--- src/rtl/sar_pkg.sv ---
// sar_pkg: shared types and constants for the SAR ADC result path.
//   SAR_N_BITS       - ADC result width
//   SAR_LOG2_AVG_MAX - largest supported log2 averaging factor
//   sar_result_t     - one ADC conversion result
//   acc_width()      - accumulator width that cannot overflow for 2^log2_avg samples
package sar_pkg;

   localparam int SAR_N_BITS       = 10;
   localparam int SAR_LOG2_AVG_MAX = 6;

   typedef logic [SAR_N_BITS-1:0] sar_result_t;

   function automatic int acc_width(input int n_bits, input int log2_avg);
      return n_bits + log2_avg;
   endfunction

endpackage

--- src/rtl/sar_result_fifo.sv ---
// sar_result_fifo: small synchronous FIFO, power-of-two depth.
//   clk, rst_n      - clock, asynchronous active-low reset
//   push, push_data - write request; accepted when not full or when popping
//   pop             - read request; ignored when empty
//   head_data       - entry at the read pointer (zero after reset)
//   full, empty     - occupancy flags
module sar_result_fifo #(
   parameter int WIDTH = 10,
   parameter int DEPTH = 2
) (
   input  logic             clk,
   input  logic             rst_n,
   input  logic             push,
   input  logic [WIDTH-1:0] push_data,
   input  logic             pop,
   output logic [WIDTH-1:0] head_data,
   output logic             full,
   output logic             empty
);

   localparam int PTR_W = $clog2(DEPTH);

   logic [DEPTH-1:0][WIDTH-1:0] mem_q, mem_d;
   logic [PTR_W-1:0]            wr_ptr_q, wr_ptr_d, rd_ptr_q, rd_ptr_d;
   logic [PTR_W:0]              count_q, count_d;
   logic                        wr_en, rd_en;

   assign full      = (count_q == (PTR_W+1)'(DEPTH));
   assign empty     = (count_q == '0);
   assign head_data = mem_q[rd_ptr_q];

   always_comb begin
      rd_en    = pop & ~empty;
      // A pop in the same cycle frees the slot, so a full FIFO still takes the write.
      wr_en    = push & (~full | rd_en);
      mem_d    = mem_q;
      wr_ptr_d = wr_ptr_q;
      rd_ptr_d = rd_ptr_q;
      count_d  = count_q;
      if (wr_en) begin
         mem_d[wr_ptr_q] = push_data;
         wr_ptr_d        = wr_ptr_q + PTR_W'(1);
      end
      if (rd_en) rd_ptr_d = rd_ptr_q + PTR_W'(1);
      case ({wr_en, rd_en})
         2'b10:   count_d = count_q + (PTR_W+1)'(1);
         2'b01:   count_d = count_q - (PTR_W+1)'(1);
         default: count_d = count_q;
      endcase
   end

   always_ff @(posedge clk or negedge rst_n) begin
      if (!rst_n) begin
         mem_q    <= '0;
         wr_ptr_q <= '0;
         rd_ptr_q <= '0;
         count_q  <= '0;
      end else begin
         mem_q    <= mem_d;
         wr_ptr_q <= wr_ptr_d;
         rd_ptr_q <= rd_ptr_d;
         count_q  <= count_d;
      end
   end

endmodule

--- src/rtl/sar_result_averager.sv ---
// sar_result_averager: captures SAR ADC results on each eoc rising edge,
// box-car averages 2^LOG2_AVG of them with rounding, and queues the averages.
//   clk, reset          - system clock, asynchronous active-low reset
//   enable              - 0 discards the in-progress average and ignores eoc
//   adc_eoc             - ADC end-of-conversion level (clk-synchronous)
//   adc_result_digital  - ADC result, valid while adc_eoc is high
//   avg_result_digital  - average at the FIFO head
//   avg_valid/avg_ready - output handshake
//   overflow            - sticky, an average was dropped on a full FIFO
//   clear_overflow      - synchronous clear of overflow (a new drop wins)
//   sample_count        - samples accumulated toward the current average
module sar_result_averager
   import sar_pkg::*;
#(
   parameter int N_BITS     = SAR_N_BITS,
   parameter int LOG2_AVG   = 2,
   parameter int FIFO_DEPTH = 2
) (
   input  logic                clk,
   input  logic                reset,
   input  logic                enable,
   input  logic                adc_eoc,
   input  logic [N_BITS-1:0]   adc_result_digital,
   output logic [N_BITS-1:0]   avg_result_digital,
   output logic                avg_valid,
   input  logic                avg_ready,
   output logic                overflow,
   input  logic                clear_overflow,
   output logic [LOG2_AVG:0]   sample_count
);

   localparam int ACC_W = acc_width(N_BITS, LOG2_AVG);
   localparam int CNT_W = LOG2_AVG + 1;
   localparam logic [CNT_W-1:0] LAST    = CNT_W'((2**LOG2_AVG) - 1);
   // Half an LSB of the result; (2**0)/2 == 0 gives plain pass-through.
   localparam logic [ACC_W:0]   ROUND   = (ACC_W+1)'((2**LOG2_AVG) / 2);
   localparam logic [ACC_W:0]   MAX_AVG = (ACC_W+1)'((2**N_BITS) - 1);

   logic              eoc_q, eoc_d;
   logic [ACC_W-1:0]  acc_q, acc_d;
   logic [CNT_W-1:0]  sample_count_q, sample_count_d;
   logic              overflow_q, overflow_d;
   logic              capture, complete, pop, fifo_push, drop;
   logic              fifo_full, fifo_empty;
   logic [ACC_W:0]    sum_rnd, avg_wide;
   logic [N_BITS-1:0] avg;

   always_comb begin
      eoc_d     = adc_eoc;
      capture   = adc_eoc & ~eoc_q & enable;
      complete  = capture & (sample_count_q == LAST);
      // One spare bit so the rounding add can never wrap before the clamp.
      sum_rnd   = {1'b0, acc_q} + (ACC_W+1)'(adc_result_digital) + ROUND;
      avg_wide  = sum_rnd >> LOG2_AVG;
      avg       = (avg_wide > MAX_AVG) ? MAX_AVG[N_BITS-1:0] : avg_wide[N_BITS-1:0];

      acc_d          = acc_q;
      sample_count_d = sample_count_q;
      if (!enable) begin
         acc_d          = '0;
         sample_count_d = '0;
      end else if (capture) begin
         if (complete) begin
            acc_d          = '0;
            sample_count_d = '0;
         end else begin
            acc_d          = acc_q + ACC_W'(adc_result_digital);
            sample_count_d = sample_count_q + CNT_W'(1);
         end
      end

      pop        = ~fifo_empty & avg_ready;
      fifo_push  = complete & (~fifo_full | pop);
      drop       = complete & fifo_full & ~pop;
      overflow_d = drop | (overflow_q & ~clear_overflow);
   end

   always_ff @(posedge clk or negedge reset) begin
      if (!reset) begin
         eoc_q          <= 1'b0;
         acc_q          <= '0;
         sample_count_q <= '0;
         overflow_q     <= 1'b0;
      end else begin
         eoc_q          <= eoc_d;
         acc_q          <= acc_d;
         sample_count_q <= sample_count_d;
         overflow_q     <= overflow_d;
      end
   end

   sar_result_fifo #(
      .WIDTH (N_BITS),
      .DEPTH (FIFO_DEPTH)
   ) u_fifo (
      .clk       (clk),
      .rst_n     (reset),
      .push      (fifo_push),
      .push_data (avg),
      .pop       (pop),
      .head_data (avg_result_digital),
      .full      (fifo_full),
      .empty     (fifo_empty)
   );

   assign avg_valid    = ~fifo_empty;
   assign overflow     = overflow_q;
   assign sample_count = sample_count_q;

endmodule

--- config.mk ---
export PLATFORM = sky130hd
export DESIGN_NAME = sar_result_averager
export DESIGN_NICKNAME = d
export VERILOG_FILES = /design/src/rtl/sar_pkg.sv /design/src/rtl/sar_result_fifo.sv /design/src/rtl/sar_result_averager.sv
export SDC_FILE = /design/constraint.sdc
export NUM_CORES = 1
export LEC_CHECK = 0
export BUFFER_PORTS_ARGS = -buffer_cell sky130_fd_sc_hd__buf_2
export CAP_MARGIN = 15
export CORE_MARGIN = 2
export CORE_UTILIZATION = 50
export CTS_CLUSTER_DIAMETER = 100
export DETAILED_ROUTE_END_ITERATION = 12
export PLACE_DENSITY = 0.7
export SETUP_SLACK_MARGIN = 0.15
export SYNTH_ARGS = -nofsm -noshare
export SYNTH_HDL_FRONTEND = slang
export SYNTH_SLANG_ARGS = --single-unit
--- constraint.sdc ---
create_clock -name clk -period 4.1 [get_ports clk]
set_input_delay 0.82 -clock clk [delete_from_list [all_inputs] [get_ports clk]]
set_output_delay 0.82 -clock clk [all_outputs]
set_load 0.02 [all_outputs]
==> results of run 1 <==
## logic make-up (layout without fill, tap and decap cells)
logic type	count (synthesis)	count (layout)
AND/OR/NAND/NOR	72	72
AO/OA/AOI/OAI	71	71
flip-flops	41	41
buffers and inverters	38	71
adder cells (fa/ha/maj)	30	30
XOR/XNOR	20	20
multiplexers	13	13
## how the worst min path moves through the flow
stage,end,cells after the start
2_1_floorplan,acc_q[3]$_DFFE_PN0P_,2
3_3_place_gp,acc_q[3]$_DFFE_PN0P_,2
3_5_place_dp,u_fifo.count_q[1]$_DFFE_PN0P_,1
4_1_cts,u_fifo.count_q[1]$_DFFE_PN0P_,1
5_1_grt,u_fifo.count_q[1]$_DFFE_PN0P_,1
6_report,u_fifo.count_q[1]$_DFFE_PN0P_,1
## placed cells by master, fill, tap and decap left out, types with 2 or more instances in the layout
cell	instances
a21oi_1	20
ha_1	22
nand4_2	2
or3_1	2
inv_1	31
a21oi_2	8
nor2b_1	5
a31oi_1	4
xnor2_1	11
o22a_1	4
fa_1	8
o21ai_0	14
nand2_1	24
and3_1	2
mux2_2	12
xor2_1	8
nor2_1	24
nand3_1	4
buf_4	2
a21o_1	4
buf_2	30
or2_2	3
nand2b_1	2
a22o_1	2
clkbuf_8	6
dfrtp_1	41
a41oi_1	2
## power by group through the flow
stage	Sequential [W]	Combinational [W]	Clock [W]
finish	0.000477	0.000295	0.000282
detailed placement	0.000485	0.000296	0
CTS	0.000477	0.000298	0.000293
global route	0.000483	0.000333	0.000307
floorplan	0.000463	0.000244	0
global placement	0.000485	0.000291	0
## metal layers
metal	part of all wire, %	wire, um
met5	0	0
met4	1.5	79
met3	3.1	169
met2	46	2490
met1	50	2700
## area by class of cell
type                       instances  area, sq um
multi-input combinational        206         1610
clock buffer                       6         82.6
tap                               72         90.1
timing repair buffer              32          165
inverter                          31          116
fill                             490         2340
sequential                        41         1030
clock inverter                     2         13.8
## registers in the layout, summed over array words and instances (netlist names)
signal and flops:
u_fifo.wr_ptr_q 1, eoc_q 1, sample_count 3, u_fifo.count_q 2, acc_q 12, u_fifo.mem_q 20, overflow 1, u_fifo.rd_ptr_q 1
## stage by stage
step,worst slack [ps],hold WS (ps),cells
2_1_floorplan,1110,454,285
3_3_place_gp,923,472,382
3_5_place_dp,875,477,382
4_1_cts,1180,490,390
5_1_grt,987,525,390
6_report,1160,494,390
==> metrics.txt, run 1 <==
capture point of the worst reg-to-reg path=u_fifo.mem_q[8]$_DFFE_PN0P_; horizontal extent of the die=78.8 um; hold violation total from the final report=0; weighted congestion at the end of routability-driven global placement=around 0.82; Tcrit/Tclk final=71.7%; timing-limited maximum frequency=0.340 GHz; worst relative slew slack=around a quarter; number of rows in the core area=27; area share of the leading cell type in the synthesized netlist=between 30% and 40%; Total Routing Usage GR=about a fifth; number of antenna violations at the first check in global routing=0; RSZ-0062 raised after global routing=no; element type at the critical path start=input pin; critical path's top delay family=compound AO/OA/AOI/OAI gates; remaining antenna violation count=0; sequential cell area fraction in the yosys report=36.7%; kind of end point of the critical path=flop; Hold Crit Class=reg -> reg; area of the die=~6200 sq um; Antenna Cells=0; sequence of cells on the critical path=buf_2, ha_1, inv_1, fa_1, nor2_1, a311oi_4, nand4_2, a221oi_1, a41oi_1, mux2_2; sequential share of power=between 40% and 50%; die boundary height=~80 um; effective utilization at floorplan=51.4%; number of cells on the critical path=10; Resized Gates After CTS=0; gr busiest metal=met2; fraction of final layout cells sized beyond drive strength 1=22.0%; number of clock buffers inserted by TritonCTS=5; placed standard-cell area=approximately 3000 sq um; slack of the worst reg-to-reg path=about 1400 ps; post-CTS clock slew at the launch and capture registers of the worst setup and hold paths=80 ps; maximum number of pins on one net before global-route repair=42; CTS Hold Buffers Added=0; setup TNS=0 ps; Routed WL=approximately 5400 um; Final setup violation count=0; number of nets in the final layout=roughly 360; Max Cap Violations=0; post-synth cell types=45; launching instance or port of the critical path=adc_result_digital[4]; Tightest Pin Transition=around 1100 ps; startpoint of the worst-slack reg-to-reg timing path=acc_q[4]$_DFFE_PN0P_; critical path fanouts, max=5; grt total ovfl=0; total power=around 0.0011 W; wire length of the first global-routing pass=~9400 um; relative contribution of the clock network to total power=a little over a quarter; leak pwr=approximately 1.5 nW; arrival time at the worst endpoint=roughly 3100 ps; average size of a mapped cell=roughly 9.8 sq um; Syn Inst Count=285; simple-gate share of the synthesized area=roughly 12%; final-report max-slew violation count=0; multiplexer share of the synthesized area=approximately 5.4%; met3 Resource Use GR=around 3.2%; dpl hpwl=4080 um; Detailed Route Iter0 Violations=just over 90; average via count per standard cell=approximately 5.3; CTS tree=built; post-synthesis instance area=about 2800 sq um; vias in the first global route=2037; Switching Fraction=around 33%; ranking of synthesized cells by area=dfrtp_1, ha_1, fa_1, mux2_2, inv_1; number of remaining DRC errors=0; most used standard cell by instance count after synthesis=dfrtp_1; number of enable-type register cells in the synthesized netlist=0; post-synthesis register bit count=between 40 and 50; launch point of the worst hold path=u_fifo.count_q[1]$_DFFE_PN0P_; parity-gate share of the synthesized area counting xor and xnor cells=6.53%; clock tree buffer depth=2; IR drop worst, VDD=between 200 and 250 uV; maximum clock skew at final layout=slightly above 10 ps; commonest register cell after synthesis=dfrtp_1; Finished Cell Area=~3100 sq um; CTS H-tree depth=2; dominant combinational cell family by area after synthesis=compound AO/OA/AOI/OAI gates; path type of the worst setup path=in -> reg; core utilization of the finished layout=57.0%; Critical Path Slowest Stage Cell=fa_1; Net Count, Synth=331; result of the run=completed; number of buffers and inverters on the critical path=2; synthesized-area fraction occupied by ao, oa, aoi and oai cells=about 18%; required time worst endpoint=~4300 ps; Initial DRT Pass Iterations=4; number of placed I/O pins=31; DR vias=just over 2000; detail-routed net length per standard cell=approximately 14 um; Worst Reg2Reg Path Length in Cells=9; post-route minimum period=2940 ps; routing usage on met2=between 30% and 40%; synth-to-layout area growth=10.8%; switching power summed over all nets=between 0.0003 and 0.0004 W; adder and majority gate portion of the synthesized area=between 10% and 20%; I/O Buffers=30; core region area=5440 sq um; power density over the cells=roughly 340 nW/um^2; internal power summed over all cells=around 0.0007 W; maximum cell stage delay along the critical path=about 580 ps; Gate power share=28.0%; clock network latency to the later pin of the worst-skew pair=about 300 ps; clock root buffer=clkbuf_8; Yosys warning total=0; Yosys top cell by area=dfrtp_1; CP Capture Point=u_fifo.mem_q[8]$_DFFE_PN0P_; top cells by count, synth=dfrtp_1, inv_1, nand2_1, nor2_1, ha_1; post-CTS setup buffer count=0; met1 track utilization from global routing=26.6%; proportion of register bits with asynchronous set or reset after synthesis=100%; CTS sink cnt=41
No activity file was read; power rests on OpenSTA's default activity.
==> run 2, diff against run 1 <==
--- a/config.mk
+++ b/config.mk
@@ -5,13 +5,14 @@
 export SDC_FILE = /design/constraint.sdc
 export NUM_CORES = 1
 export LEC_CHECK = 0
+export ABC_AREA = 1
 export BUFFER_PORTS_ARGS = -buffer_cell sky130_fd_sc_hd__buf_2
 export CAP_MARGIN = 15
 export CORE_MARGIN = 2
 export CORE_UTILIZATION = 50
 export CTS_CLUSTER_DIAMETER = 100
 export DETAILED_ROUTE_END_ITERATION = 12
-export PLACE_DENSITY = 0.7
+export PLACE_DENSITY = 0.72
 export SETUP_SLACK_MARGIN = 0.15
 export SYNTH_ARGS = -nofsm -noshare
 export SYNTH_HDL_FRONTEND = slang
==> constraint.sdc (replaced) <==
create_clock -name clk -period 2.5 [get_ports clk]
set_input_delay 0.5 -clock clk [delete_from_list [all_inputs] [get_ports clk]]
set_output_delay 0.5 -clock clk [all_outputs]
set_load 0.02 [all_outputs]
==> run 2 against run 1 <==
Area after synthesis is 7.8% higher; die area is 7.4% higher; largest power group unchanged; combinational power is 110% higher; critical path type is now reg -> reg; sequential share of layout area is 3.2 points lower; critical endpoint is now u_fifo.mem_q[5]$_DFFE_PN0P_; worst setup slack worse by 920 ps; global-route usage is 2.0 points higher.
==> metrics.txt, run 2 <==
result of the run=completed; Max Cap Violations=0; required time worst endpoint=approximately 2700 ps; Tightest Pin Transition=approximately 920 ps; hold violation total from the final report=0; CTS tree=built; RSZ-0062 raised after global routing=yes; detail-routed net length per standard cell=approximately 13 um; vias in the first global route=around 2500; clock root buffer=clkbuf_8; parity-gate share of the synthesized area counting xor and xnor cells=under 10%; effective utilization at floorplan=slightly above 50%; number of remaining DRC errors=0; Routed WL=approximately 6600 um; remaining antenna violation count=0; CTS H-tree depth=2; commonest register cell after synthesis=dfrtp_1; dominant combinational cell family by area after synthesis=simple AND/OR/NAND/NOR gates; Most Frequent Cell on Critical Path=nand2_1; most used standard cell by instance count after synthesis=nand2_1; average via count per standard cell=about 5.1; Final setup violation count=0; critical path fanouts, max=5; number of nets in the final layout=~500; ranking of synthesized cells by area=dfrtp_1, nand2_1, ha_1, inv_1, fa_1; post-synthesis instance area=about 3000 sq um; post-route minimum period=2260 ps; Tcrit/Tclk final=90.6%; Detailed Route Iter0 Violations=~130; horizontal extent of the die=slightly above 80 um; leak pwr=1.88 nW; Syn Inst Count=~400; maximum cell stage delay along the critical path=between 500 and 600 ps; arrival time at the worst endpoint=around 2500 ps; Worst Hold Margin=about 330 ps; element type at the critical path start=flop; path type of the worst setup path=reg -> reg; kind of end point of the critical path=flop; core region area=5890 sq um; simple-gate share of the synthesized area=27.3%; number of antenna violations at the first check in global routing=0; Yosys top cell by area=dfrtp_1; number of placed I/O pins=31; CTS sink cnt=41; IR drop worst, VDD=approximately 350 uV; weighted congestion at the end of routability-driven global placement=approximately 0.90; post-CTS clock slew at the launch and capture registers of the worst setup and hold paths=80 ps; maximum number of pins on one net before global-route repair=42; adder and majority gate portion of the synthesized area=14.4%; post-synth cell types=30; DR vias=between 2000 and 3000; number of enable-type register cells in the synthesized netlist=0; max reg flops=20; maximum clock skew at final layout=between 5 and 6 ps; synthesized-area fraction occupied by ao, oa, aoi and oai cells=between 10% and 20%; clock network latency to the later pin of the worst-skew pair=approximately 300 ps; Initial DRT Pass Iterations=4; number of clock buffers inserted by TritonCTS=5; fraction of final layout cells sized beyond drive strength 1=between 10% and 20%; clock tree buffer depth=2; Yosys warning total=0; proportion of register bits with asynchronous set or reset after synthesis=100%; register name with the most flops=u_fifo.mem_q; post-synthesis register bit count=slightly above 40; area share of the leading cell type in the synthesized netlist=around 34%; Antenna Cells=0; final-report max-slew violation count=0; Net Count, Synth=roughly 450; Total Routing Usage GR=between 20% and 30%; timing-limited maximum frequency=~0.44 GHz; average size of a mapped cell=roughly 7.4 sq um; sequence of cells on the critical path=ha_2, inv_1, fa_2, inv_1, a21oi_2, o21ai_2, a21oi_2, and2_2, nand2_1, nand2_1, nand2_1; grt total ovfl=0; core utilization of the finished layout=around 60%; area of the die=between 6000 and 7000 sq um; worst relative slew slack=38.4%; power density over the cells=between 500 and 600 nW/um^2; I/O Buffers=30; wire length of the first global-routing pass=between 10000 and 15000 um; die boundary height=a little over 80 um; multiplexer share of the synthesized area=0%; sequential cell area fraction in the yosys report=34.0%; Critical Path Slowest Stage Cell=fa_2; most common cell after layout, fill and taps aside=nand2_1; top cells by count, synth=nand2_1, inv_1, dfrtp_1, o21ai_0, ha_1; Hold Crit Class=in -> reg; dpl hpwl=5100 um; CTS Hold Buffers Added=0; highest-count cells in the layout ignoring fill and taps=nand2_1, inv_1, dfrtp_1, buf_2, o21ai_0; synth-to-layout area growth=13.8%; number of rows in the core area=28
[run 2: cell count changes in the layout (fill, tap and decap cells not counted), sizes merged, moves of 11 or more]
cell and change:
a21oi -12, mux2 -13, nand2 +108, inv +35, o21ai +17, nand3 +21
xnor2 -11
[run 2: worst max-delay path: cells and delay by family (launching register included)]
kind                       cells  cell delay, ps
DFF                            1             370
and+or+nand+nor                4             430
AOI/OAI and AO/OA              3             470
buffers and inverters          2             130
adders and majority gates      2             760
[run 2: kinds of logic (layout without fill, tap and decap cells)]
| family | count (synthesis) | in the layout |
|---|---|---|
| AO/OA/AOI/OAI | 64 | 64 |
| XOR/XNOR | 9 | 9 |
| adder cells (fa/ha/maj) | 30 | 30 |
| buffers and inverters | 70 | 111 |
| flip-flops | 41 | 41 |
| AND/OR/NAND/NOR | 191 | 192 |
[run 2: per-stage QoR]
| stage | setup TNS [ps] | total power [W] | area (sq um) | setup WS (ps) | cells |
|---|---|---|---|---|---|
| after floorplan | 0 | 0.00121 | 3020 | 251 | 405 |
| after global placement | 0 | 0.00137 | 3270 | 62.2 | 512 |
| after detailed placement | -524 | 0.00138 | 3270 | -49.6 | 512 |
| after CTS | 0 | 0.00196 | 3390 | 173 | 520 |
| after global routing | 0 | 0.00208 | 3430 | 110 | 522 |
| final | 0 | 0.00195 | 3430 | 236 | 522 |
[run 2: where the power goes]
group | switching, W | leakage [nW] | internal, W
registers | 0.0000576 | 0.533 | 0.000710
logic | 0.000392 | 1.29 | 0.000220
clock network | 0.000247 | 0.0574 | 0.000325
[run 2: path summary, 6_finish.rpt]
kind                                              startpoint                            end  slack (ps)  cells past startpoint
worst min-delay path                                 adc_eoc                eoc_q$_DFF_PN0_         330                      1
worst max-delay path                    acc_q[4]$_DFFE_PN0P_    u_fifo.mem_q[5]$_DFFE_PN0P_         240                     11
worst max register to register          acc_q[4]$_DFFE_PN0P_    u_fifo.mem_q[5]$_DFFE_PN0P_         240                     11
min in group asynchronous                              reset          acc_q[11]$_DFFE_PN0P_         340                      1
max in group asynchronous                              reset  u_fifo.count_q[0]$_DFFE_PN0P_        1590                      1
worst min register to register  u_fifo.mem_q[15]$_DFFE_PN0P_   u_fifo.mem_q[15]$_DFFE_PN0P_         490                      2
[run 2: what timing repair did]
item	in CTS	in global routing
hold endpoints to repair	0	0
endpoints found under the setup margin	0	20
gates resized for setup	0	8
buffers inserted	0	1
[run 2: per-layer routing]
layer  vias up  routed length (um)  track usage, %
met3        13                 224            3.74
met2        47                3230            36.0
li1       1366                   -               -
met1      1239                3090            28.2
met5         -                   0               0
met4         0                  95            6.50
[run 2: area by class of cell]
class | count | area [sq um]
well taps | 75 | 93.8
flip-flops and latches | 41 | 1030
clock inverters | 2 | 37.5
fillers | 553 | 2450
multi-input cells | 295 | 1740
repair buffers | 37 | 203
inverters | 66 | 248
clock buffers | 6 | 82.6
